[config.mk]
export PLATFORM = sky130hd
export DESIGN_NAME = jump_control_unit
export DESIGN_NICKNAME = d
export VERILOG_FILES = /design/src/rtl/jcu_pkg.sv /design/src/rtl/return_stack.sv /design/src/rtl/jump_control_unit.sv
export SDC_FILE = /design/constraint.sdc
export NUM_CORES = 1
export LEC_CHECK = 0
export BUFFER_PORTS_ARGS = -buffer_cell sky130_fd_sc_hd__buf_2
export CAP_MARGIN = 25
export CORE_UTILIZATION = 50
export DETAILED_ROUTE_END_ITERATION = 16
export PLACE_DENSITY = 0.74
export SYNTH_ARGS = -nofsm -noshare
export SYNTH_HDL_FRONTEND = slang
export SYNTH_SLANG_ARGS = --single-unit
[constraint.sdc]
create_clock -name clk -period 8.29 [get_ports clk]
set_input_delay 0.4145 -clock clk [delete_from_list [all_inputs] [get_ports clk]]
set_output_delay 0.4145 -clock clk [all_outputs]
set_load 0.05 [all_outputs]
[src/rtl/jcu_pkg.sv]
// Shared constants for the jump control unit: flow-control opcodes, flag bit
// positions and the layout of a return-stack entry.
package jcu_pkg;

   localparam logic [4:0] OP_JC   = 5'b11100;
   localparam logic [4:0] OP_JNC  = 5'b11101;
   localparam logic [4:0] OP_JZ   = 5'b11110;
   localparam logic [4:0] OP_JNZ  = 5'b11111;
   localparam logic [4:0] OP_JMP  = 5'b11000;
   localparam logic [4:0] OP_CALL = 5'b11001;
   localparam logic [4:0] OP_RET  = 5'b10000;

   localparam int FLAG_CARRY = 0;
   localparam int FLAG_ZERO  = 1;
   localparam int FLAGS_W    = 2;

   // Entry = {is_irq, flags[1:0], addr[aw-1:0]}
   function automatic int entry_width(input int aw);
      return 1 + FLAGS_W + aw;
   endfunction

endpackage

[src/rtl/return_stack.sv]
// LIFO holding return frames; push and pop are never requested together.
module return_stack #(
   parameter int W     = 11,
   parameter int DEPTH = 4
) (
   input  logic                         clk,
   input  logic                         reset,
   input  logic                         push,
   input  logic                         pop,
   input  logic [W-1:0]                 push_data,
   output logic [W-1:0]                 top,
   output logic                         full,
   output logic                         empty,
   output logic [$clog2(DEPTH+1)-1:0]   depth
);

   localparam int CW = $clog2(DEPTH+1);
   localparam int IW = (DEPTH > 1) ? $clog2(DEPTH) : 1;

   logic [W-1:0]  mem [DEPTH];
   logic [CW-1:0] count;
   logic [IW-1:0] wr_idx;
   logic [IW-1:0] rd_idx;

   assign wr_idx = count[IW-1:0];
   assign rd_idx = IW'(count - CW'(1));
   assign full   = (count == CW'(DEPTH));
   assign empty  = (count == '0);
   assign depth  = count;
   assign top    = empty ? '0 : mem[rd_idx];

   always_ff @(posedge clk or posedge reset) begin
      if (reset) begin
         count <= '0;
         for (int i = 0; i < DEPTH; i++) mem[i] <= '0;
      end else if (push && !full) begin
         mem[wr_idx] <= push_data;
         count       <= count + CW'(1);
      end else if (pop && !empty) begin
         count <= count - CW'(1);
      end
   end

endmodule

[src/rtl/jump_control_unit.sv]
// Resolves jumps, CALL/RET and prioritised interrupts for the execute stage
// and steers the fetch PC mux.
module jump_control_unit
   import jcu_pkg::*;
#(
   parameter int AW         = 8,
   parameter int DEPTH      = 4,
   parameter int NUM_IRQ    = 4,
   parameter int VEC_BASE   = 8'hF0,
   parameter int VEC_STRIDE = 4
) (
   input  logic                         clk,
   input  logic                         reset,
   input  logic [19:0]                  ins,
   input  logic [AW-1:0]                current_address,
   input  logic [3:0]                   flag_ex,
   input  logic [NUM_IRQ-1:0]           irq_req,
   output logic [NUM_IRQ-1:0]           irq_ack,
   output logic                         pc_mux_sel,
   output logic [AW-1:0]                jmp_loc,
   output logic [1:0]                   flag_restore,
   output logic                         flag_restore_valid,
   output logic                         int_enable,
   output logic [$clog2(DEPTH+1)-1:0]   stack_depth,
   output logic                         stack_err
);

   localparam int EW    = entry_width(AW);
   localparam int IDX_W = (NUM_IRQ > 1) ? $clog2(NUM_IRQ) : 1;

   logic [4:0]       opcode;
   logic [AW-1:0]    target;
   logic             is_call;
   logic             is_ret;
   logic             taken;
   logic             push;
   logic             pop;
   logic [EW-1:0]    push_data;
   logic [EW-1:0]    top;
   logic             full;
   logic             empty;
   logic             irq_accept;
   logic             dispatch_pending;
   logic [IDX_W-1:0] winner;
   logic [IDX_W-1:0] irq_idx;
   logic [AW-1:0]    vector;
   logic             unused_bits;

   assign opcode      = ins[19:15];
   assign target      = ins[AW-1:0];
   assign is_call     = (opcode == OP_CALL);
   assign is_ret      = (opcode == OP_RET);
   assign vector      = AW'(VEC_BASE) + AW'(irq_idx) * AW'(VEC_STRIDE);
   assign unused_bits = ^{ins[14:AW], flag_ex[3:2]};

   assign irq_accept = (|irq_req) && int_enable && !full && !is_call && !is_ret
                       && !dispatch_pending;

   always_comb begin
      winner = '0;
      for (int i = NUM_IRQ - 1; i >= 0; i--) begin
         if (irq_req[i]) winner = IDX_W'(i);
      end
   end

   // A dispatch cycle redirects fetch, so the instruction decoded alongside
   // it has no effect at all (no jump, no stack traffic, no error).
   always_comb begin
      pc_mux_sel         = 1'b0;
      jmp_loc            = '0;
      flag_restore       = '0;
      flag_restore_valid = 1'b0;
      stack_err          = 1'b0;
      irq_ack            = '0;
      push               = 1'b0;
      pop                = 1'b0;
      push_data          = '0;
      taken              = 1'b0;
      if (dispatch_pending) begin
         pc_mux_sel = 1'b1;
         jmp_loc    = vector;
         irq_ack    = NUM_IRQ'(1) << irq_idx;
      end else begin
         case (opcode)
            OP_JC:   taken = flag_ex[FLAG_CARRY];
            OP_JNC:  taken = !flag_ex[FLAG_CARRY];
            OP_JZ:   taken = flag_ex[FLAG_ZERO];
            OP_JNZ:  taken = !flag_ex[FLAG_ZERO];
            OP_JMP:  taken = 1'b1;
            OP_CALL: begin
               if (!full) begin
                  push      = 1'b1;
                  push_data = {1'b0, flag_ex[1:0], current_address};
                  taken     = 1'b1;
               end else begin
                  stack_err = 1'b1;
               end
            end
            OP_RET: begin
               if (!empty) begin
                  pop                = 1'b1;
                  pc_mux_sel         = 1'b1;
                  jmp_loc            = top[AW-1:0];
                  flag_restore       = top[AW+1:AW];
                  flag_restore_valid = 1'b1;
               end else begin
                  stack_err = 1'b1;
               end
            end
            default: ;
         endcase
         if (taken) begin
            pc_mux_sel = 1'b1;
            jmp_loc    = target;
         end
         if (irq_accept) begin
            push      = 1'b1;
            push_data = {1'b1, flag_ex[1:0], current_address};
         end
      end
   end

   always_ff @(posedge clk or posedge reset) begin
      if (reset) begin
         int_enable       <= 1'b1;
         dispatch_pending <= 1'b0;
         irq_idx          <= '0;
      end else begin
         dispatch_pending <= irq_accept;
         if (irq_accept) begin
            int_enable <= 1'b0;
            irq_idx    <= winner;
         end else if (pop && top[EW-1]) begin
            int_enable <= 1'b1;
         end
      end
   end

   return_stack #(.W(EW), .DEPTH(DEPTH)) u_stack (
      .clk       (clk),
      .reset     (reset),
      .push      (push),
      .pop       (pop),
      .push_data (push_data),
      .top       (top),
      .full      (full),
      .empty     (empty),
      .depth     (stack_depth)
   );

endmodule

Word level (Yosys, flattened, before mapping). Index checks and enable logic that the tools add are counted.

Flip-flop bits (word level): 51. Bits of input ports: 38. Output and inout port bits: 21. Word-level logic and storage cells: 87.

Add/sub/neg operators: 3. $lt $le $gt $ge: 3. Equal/unequal tests: 8. Shift operators: 1. Mux-type cells: 42. Bitwise operators: 2. Reductions and logical operators: 20.

Operators by type and width (count): two-way mux 11 bit (6); bitwise mux 44 bit (1); == test 5 bit, second input constant (7); two-way mux 8 bit (4); binary-select mux 11 bit (select 2 bit) (1); demux 11 bit (select 2 bit) (1); two-way mux 10 bit (2); two-way mux 1 bit (15); two-way mux 2 bit (7); logical AND 1 bit (9); zero test 1 bit (7); adder 5 x 5 -> 6 bit, first input constant (1); >= comparator 3 bit, second input constant (2); two-way mux 3 bit (2); NOT 2 -> 3 bit (2); one-hot mux 1 bit (6 select lines) (1); two-way mux 4 bit (1); nonzero test 2 bit (2); OR reduction 4 bit (1); left shift 1 x 2 -> 4 bit, first input constant (1); adder 3 x 1 -> 3 bit, second input constant (1); == test 3 bit, second input constant (1); zero test 3 bit (1); < comparator 3 x 1 -> 1 bit, second input constant (1); other kinds (2) (2).

Depth between registers and ports, before layout. Gate-level depths: netlist of the first run.

Depth in word-level cells: 10. Mapped depth: 9. Mapped depth without buffers: 7.

Cells and area by module. Synthesis of the first run repeated with hierarchy kept, for this count alone.

Cells, all modules: 221. Area total of the unflattened synthesis: 3022.9 um^2.

By module, submodules not included: return_stack (instances 1, cells an instance 149, area an instance 2398.6 um^2, seq. area each 1176.1 um^2); jump_control_unit (instances 1, cells an instance 72, area an instance 624.3 um^2, seq. area each 101.3 um^2).

Least setup slack after synthesis of the first run. Ideal clock, no wire load.

Kind: reg2out. Start: register u_stack.count[0], in the netlist u_stack.depth[0]. End: output port jmp_loc[5]. Arrival: 3.124 ns. Required time: 7.875 ns. Setup slack: 4.752 ns. Cell stages (with the launch flop): 8. Buffers on the path: 3. Cell sequence: dfrtp_1 -> clkbuf_1 -> inv_1 -> ha_1 -> clkbuf_1 -> buf_2 -> mux4_2 -> a221o_1.

Word-level cells in the longest chain between the ends: 10. Elaborated cells on any way between the ends: 15. Classes of those cells: add/sub (1); eq/ne (1); mux (11); bitwise (1); reduce/logical (1).

Ends and longest elaborated chain: from (decl) (RTL line return_stack.sv:21) `logic [CW-1:0] count;`; from (signal assigned) (RTL line return_stack.sv:38) `count <= count + CW'(1);`; from (signal assigned) (RTL line return_stack.sv:40) `count <= count - CW'(1);`; subtractor 3 x 1 -> 3 bit; net u_stack.rd_idx[0] (RTL line return_stack.sv:23) `logic [IW-1:0] rd_idx;`; NOT 2 -> 3 bit (not written as such) (RTL line return_stack.sv:30) `assign top = empty ? '0 : mem[rd_idx];`; binary-select mux 11 bit (select 2 bit) (RTL line return_stack.sv:30); two-way mux 11 bit (not written as such) (2 in series) (RTL line return_stack.sv:30); two-way mux 11 bit (RTL line return_stack.sv:30); two-way mux 8 bit (RTL line jump_control_unit.sv:100) `if (!empty) begin`; two-way mux 8 bit (RTL line jump_control_unit.sv:84) `case (opcode)`; two-way mux 8 bit (RTL line jump_control_unit.sv:112) `if (taken) begin`; two-way mux 8 bit (RTL line jump_control_unit.sv:79) `if (dispatch_pending) begin`; to (decl) (RTL line jump_control_unit.sv:20) `output logic [AW-1:0] jmp_loc,`.

The timed path passes the listed nets, and every way through them passes these cells. The select of a mux whose other input is x is not followed.

Worst setup path after layout of the first run.
Start: register u_stack.count[0], in the netlist u_stack.depth[0]. End: output port jmp_loc[3].

The elaborated chain is that of the path after synthesis.

==> results of run 1 <==
## metal layers
layer  vias to the layer above  GRT usage (%)  part of all wire, %
met5                         -              0                    0
met2                        39           32.5                   48
met1                       878           28.0                   48
met4                         0           6.35                 0.86
met3                         5           2.63                  3.1
li1                        841              -                    -
## through the flow
step	util, %	total power, mW	hold WS, ns
global route	59.9	0.922	0.0613
detailed placement	58.3	0.741	0.385
global placement	57.9	0.731	0.477
floorplan	-	0.667	0.455
finish	59.9	0.873	0.0488
CTS	59.9	0.882	0.0502
## synthesized netlist by cell type, drive strengths merged, types with 2 or more instances
cell type / instances
dfrtp: 50
mux2: 40
a21oi: 13
mux4: 11
nor2: 11
nand2: 9
buf: 7
inv: 7
a31oi: 5
and3: 5
ha: 5
a221o: 4
clkbuf: 4
a221oi: 3
and2: 3
a22oi: 2
nand2b: 2
nor2b: 2
nor3b: 2
xnor2: 2
## final cells by class
cell class	instances	area, um2
multi-input combinational	133	1370
clock buffer	6	72.6
sequential	51	1280
tap	70	87.6
inverter	7	26.3
timing repair buffer	51	273
clock inverter	2	12.5
fill	427	2090
## worst reg2reg max path: stages (launching register included)
cell     delay [ns]
dfrtp_1        0.85
inv_1          0.19
ha_1           0.29
a21oi_1        0.65
nand2_1        0.20
a21oi_1        0.57
buf_4          0.29
mux2_2         0.34
## logic make-up (layout without fill, tap and decap cells)
kind of cell | Yosys count | after routing
adder cells (fa/ha/maj) | 5 | 5
flip-flops | 51 | 51
AO/OA/AOI/OAI | 34 | 34
multiplexers | 51 | 51
XOR/XNOR | 3 | 3
buffers and inverters | 18 | 66
AND/OR/NAND/NOR | 40 | 40
## layout by cell type (no fill, tap or decap), types with 6 or more instances in the layout
cell type | netlist | routed
buf_2 | 4 | 49
mux2_2 | 20 | 20
dfrtp_1 | 50 | 50
mux2_4 | 20 | 20
nor2_1 | 11 | 11
nand2_1 | 7 | 7
a21oi_1 | 13 | 13
inv_1 | 7 | 6
mux4_2 | 11 | 11
## state kept, by name, summed over array words and instances, names as in the netlist
| register | count |
|---|---|
| dispatch_pending | 1 |
| u_stack.mem | 44 |
| u_stack.depth | 3 |
| irq_idx | 2 |
| int_enable | 1 |
## power by group
group / total, mW / switching (mW) / internal [mW]
combinational: 0.341 / 0.152 / 0.189
sequential: 0.391 / 0.0620 / 0.329
clock: 0.140 / 0.0812 / 0.0592
total: 0.873 / 0.295 / 0.578
## worst max-delay path by stage
stage | start | slack [ns] | endpoint
3_5_place_dp | u_stack.depth[0] | 4.78 | u_stack.mem[8]
5_1_grt | u_stack.depth[0] | 4.26 | jmp_loc[3]
2_1_floorplan | u_stack.depth[0] | 4.75 | jmp_loc[5]
3_3_place_gp | u_stack.depth[0] | 4.79 | jmp_loc[3]
6_report | u_stack.depth[0] | 4.52 | jmp_loc[3]
4_1_cts | u_stack.depth[0] | 4.45 | jmp_loc[2]
==> flow_metrics.tcl, run 1 <==
set metrics [dict create \
    status "complete, no violations" \
    synth-seq-cells 51 \
    synth.avg_cell_area_um2 13.6 \
    rsz0062_at_grt "no" \
    cts_sinks 51 \
    final_area_um2 3120 \
    syn-num-nets 245 \
    worst_ir_drop_vdd_mv 0.120 \
    fin_cells 320 \
    drt_iter0_drc 107 \
    crit_arrival_ns 3.35 \
    vias 1763 \
    grt_pass1_wl_um 9000 \
    fp.dieH_um 76.2 \
    post-cts-setup-buffers 0 \
    ys_warn_count 0 \
    place_ws_ns 4.78 \
    synth_cells 202 \
    max-slew-margin-rel_pct 45.6 \
    crit_family "flip-flops" \
    grt_pass1_vias 1793 \
    finalHoldViolations 0 \
    place_hpwl_um 3790 \
    synth_area_um2 2760 \
    path_clk_slew_ns 0.09 \
    viasPerCell 5.51 \
    cts_buffers 5 \
    finalCritPeriodShare_pct 45.4 \
    area_growth_pct 13.2 \
    synth_area_leaders "dfrtp_1 45%, mux2_4 11%, mux4_2 9.0%, mux2_2 8.2%, a21oi_1 2.4%" \
    cts_resized 0 \
    dpl_cell_area_um2 3030 \
    fin_ws_ns 4.52 \
    worst_pin_slew_ns 0.815 \
    grt_max_degree 39 \
    hold_buffers 0 \
    path_cells "inv_1 -> ha_1 -> mux4_2 -> a221oi_1 -> a21oi_1 -> buf_2" \
    worstSkewPairLatency_ns 0.30 \
    gr-total-overflow 0 \
    layout.nets 292 \
    synth-simple-area-share_pct 8.72 \
    synth_largest_area_cell "dfrtp_1" \
    start_kind "flop" \
    antenna_found_initial 0 \
    r2r_start "u_stack.depth[0]" \
    die-width_um 76.2 \
    synth_async_sr_flop_share_pct 100 \
    routedWlPerCell_um 17.1 \
    htreeDepth 2 \
    yosysSeqAreaShare_pct 46.4 \
    min_period_ns 3.77 \
    fmax_mhz 265 \
    fin_setup_tns_ns 0 \
    cts_buffer_depth 2 \
    crit_path_max_incr_delay_ns 0.85 \
    synth_top_family_by_area "multiplexers" \
    die_area_um2 5810 \
    synthXorXnorAreaFrac_pct 0.954 \
    gp_congestion 0.757 \
    synthMuxAreaShare_pct 28.1 \
    path_class "flop to primary output" \
    cp.required_ns 7.88 \
    routed_wl_um 5460 \
    crit_fanout 16 \
    r2r_setup_slack_ns 4.81 \
    maxCapViolCount 0 \
    ys_types 41 \
    leakage_nw 1.52 \
    synth_compound_area_share_pct 9.67 \
    slew_viol_final 0 \
    regToRegEndpoint "u_stack.mem[8]" \
    ys.flop_type "dfrtp_1" \
    dp.cells 312 \
    start_util_pct 52.9 \
    worstRegToRegCells 7 \
    cp-end-kind "primary output" \
    diodes 0 \
    ios 59 \
    clock_skew_ns 0.00590 \
    cts_root_buf "clkbuf_8" \
    rows 26 \
    setup_viol 0 \
    critPathSlowestCell "dfrtp_1" \
    crit_buf_inv 2 \
    hold_class "primary input to asynchronous set/reset pin" \
    synth_top_area_share_pct 45.4 \
    path_depth 6 \
    coreArea_um2 5200 \
    synth_fa_ha_area_share_pct 2.27 \
    pwr_density_cell_nw_per_um2 280 \
    grtUsageTotal_pct 20.0 \
    io_buffer_count 49 \
    synth_edf_count 0 \
    cts_tree "yes" \
    drt_first_pass_iters 4 \
    drcViolationCount 0 \
    drive_above_1_share_pct 47.6 \
    ant_nets 0 \
]
No activity file was read; power rests on OpenSTA's default activity.
==> run 2, diff against run 1 <==
Settings changed: CORE_UTILIZATION 50 to 49, PLACE_DENSITY 0.74 to 0.76.
Clock period 8.29 ns to 3.3 ns, I/O delays scaled along.
==> run 2 against run 1 <==
Cell area is 1.5% higher. Die area is 2.0% higher. Wire length increased by 2.7%. Utilization grew 0.14 points. Clock-buffer cell count increased by 1. First-iteration DRC count decreased by 36%. Via count grew 3.5%. Combinational power rose to 2.7 times the previous value. Sequential share of layout area shrank 0.60 points. Worst setup slack got worse by 4.1 ns. Sequential power up 140%. Total power grew to 2.6 times the previous value. Critical path type unchanged. Largest cell class unchanged. Highest routed layer unchanged.
==> flow_metrics.tcl, run 2 (same netlist as run 1, synthesis figures left out) <==
set metrics [dict create \
    ios 59 \
    crit_arrival_ns 2.70 \
    finalHoldViolations 0 \
    cts_root_buf "clkbuf_8" \
    worstRegToRegCells 7 \
    path_clk_slew_ns 0.09 \
    critPathSlowestCell "mux4_2" \
    diodes 0 \
    min_period_ns 2.87 \
    area_growth_pct 14.8 \
    pwr_density_cell_nw_per_um2 729 \
    routedWlPerCell_um 17.3 \
    io_buffer_count 49 \
    grt_pass1_wl_um 9510 \
    max-slew-margin-rel_pct 47.7 \
    viasPerCell 5.65 \
    top_usage_layer "met2" \
    worst_hold_slack_ns 0.0694 \
    hold_class "primary input to flop" \
    gp_congestion 0.739 \
    crit_path_max_incr_delay_ns 0.53 \
    finalPower_mw 2.31 \
    worst_pin_slew_ns 0.784 \
    cts_buffers 5 \
    place_hpwl_um 3910 \
    cts_resized 0 \
    fin_ws_ns 0.431 \
    crit_buf_inv 3 \
    slew_viol_final 0 \
    status "complete, no violations" \
    clock_skew_ns 0.0148 \
    fp.dieH_um 77.0 \
    setup_viol 0 \
    finalCritPeriodShare_pct 86.9 \
    grt_max_degree 27 \
    layout.nets 295 \
    drcViolationCount 0 \
    ant_nets 0 \
    post-cts-setup-buffers 0 \
    path_cells "inv_1 -> ha_1 -> buf_4 -> mux4_2 -> a221oi_1 -> a21oi_1 -> buf_2" \
    crit_fanout 9 \
    grt_util_met2_pct 33.9 \
    cp-end-kind "primary output" \
    die_area_um2 5930 \
    rsz0062_at_grt "no" \
    crit_family "buffers and inverters" \
    fmax_mhz 349 \
    drive_above_1_share_pct 47.4 \
    worstSkewPairLatency_ns 0.32 \
    largest_register_ffs 44 \
    whs_path_depth 2 \
    fin_cells 323 \
    grt_pass1_vias 1907 \
    die-width_um 77.0 \
    final_cell_mix "50 x dfrtp_1, 49 x buf_2, 20 x mux2_2, 20 x mux2_4, 13 x a21oi_1" \
    grt.met1_usage_pct 28.1 \
    dp.cells 314 \
    gr-total-overflow 0 \
    cts_buffer_depth 2 \
    leakage_nw 1.54 \
    routed_wl_um 5600 \
    htreeDepth 2 \
    coreArea_um2 5270 \
    vias 1824 \
    drt_iter0_drc 69 \
    worst_ir_drop_vdd_mv 0.332 \
    grtUsageTotal_pct 21.0 \
    drt_first_pass_iters 4 \
    maxCapViolCount 0 \
    rows 26 \
    top_register "u_stack.mem" \
    antenna_found_initial 0 \
    layout_commonest_cell "dfrtp_1" \
    path_depth 7 \
    start_kind "flop" \
    fin_setup_tns_ns 0 \
    start_util_pct 52.3 \
    path_class "flop to primary output" \
    met3_usage_pct 4.40 \
    cts_tree "yes" \
    place_ws_ns 0.760 \
    cts_sinks 51 \
    cp.required_ns 3.13 \
]
-- run 2: cell count changes in the layout (fill, tap and decap cells not counted), sizes merged --
cell         delta
buf             +2
bufinv          +1
clkbuf          +1
clkinv          -1
clkinvlp        -1
dlygate4sd3     +1
-- run 2: power breakdown --
group / total, mW / internal [mW] / switching [mW]
combinational: 0.935 / 0.497 / 0.438
clock: 0.431 / 0.227 / 0.204
sequential: 0.941 / 0.827 / 0.114
-- run 2: cell type report --
cell class	instances	area (um2)
Sequential cell	51	1280
Clock inverter	1	30.0
Inverter	7	26.3
Clock buffer	7	76.3
Timing Repair Buffer	54	298
Tap cell	70	87.6
Fill cell	452	2110
Multi-Input combinational cell	133	1370
-- run 2: what timing repair did --
item	in CTS	in global routing
hold endpoints to repair	25	0
setup endpoints to repair	0	0
hold buffers	1	0
-- run 2: routing by layer --
| metal | share of wire (%) | routed length, um | vias up |
|---|---|---|---|
| li1 | - | - | 849 |
| met1 | 47 | 2640 | 919 |
| met2 | 46 | 2590 | 44 |
| met3 | 4.9 | 274 | 12 |
| met4 | 1.9 | 105 | 0 |
| met5 | 0 | 0 | - |
-- run 2: per-stage QoR --
step           instance area, um2  utilization [%]
4_1_cts                      3160             60.0
3_3_place_gp                 3030             57.5
2_1_floorplan                2760                -
3_5_place_dp                 3050             57.8
6_report                     3160             60.0
5_1_grt                      3160             60.0
-- run 2: worst register-to-register path, cell delays in order, from the launching register on --
cell	delay, ns
dfrtp_1	0.41
inv_1	0.11
ha_1	0.23
a21oi_1	0.62
nand2_1	0.20
a21oi_1	0.16
buf_4	0.23
mux2_2	0.37
-- run 2: final timing paths --
check	start	to	slack, ns
max	u_stack.depth[1]	jmp_loc[2]	0.43
min	irq_req[0]	irq_idx[0]	0.07
max reg2reg	u_stack.depth[1]	u_stack.mem[3]	0.85
min reg2reg	u_stack.mem[41]	u_stack.mem[41]	0.51
max in group asynchronous	reset	int_enable	2.25
min in group asynchronous	reset	u_stack.mem[26]	0.44
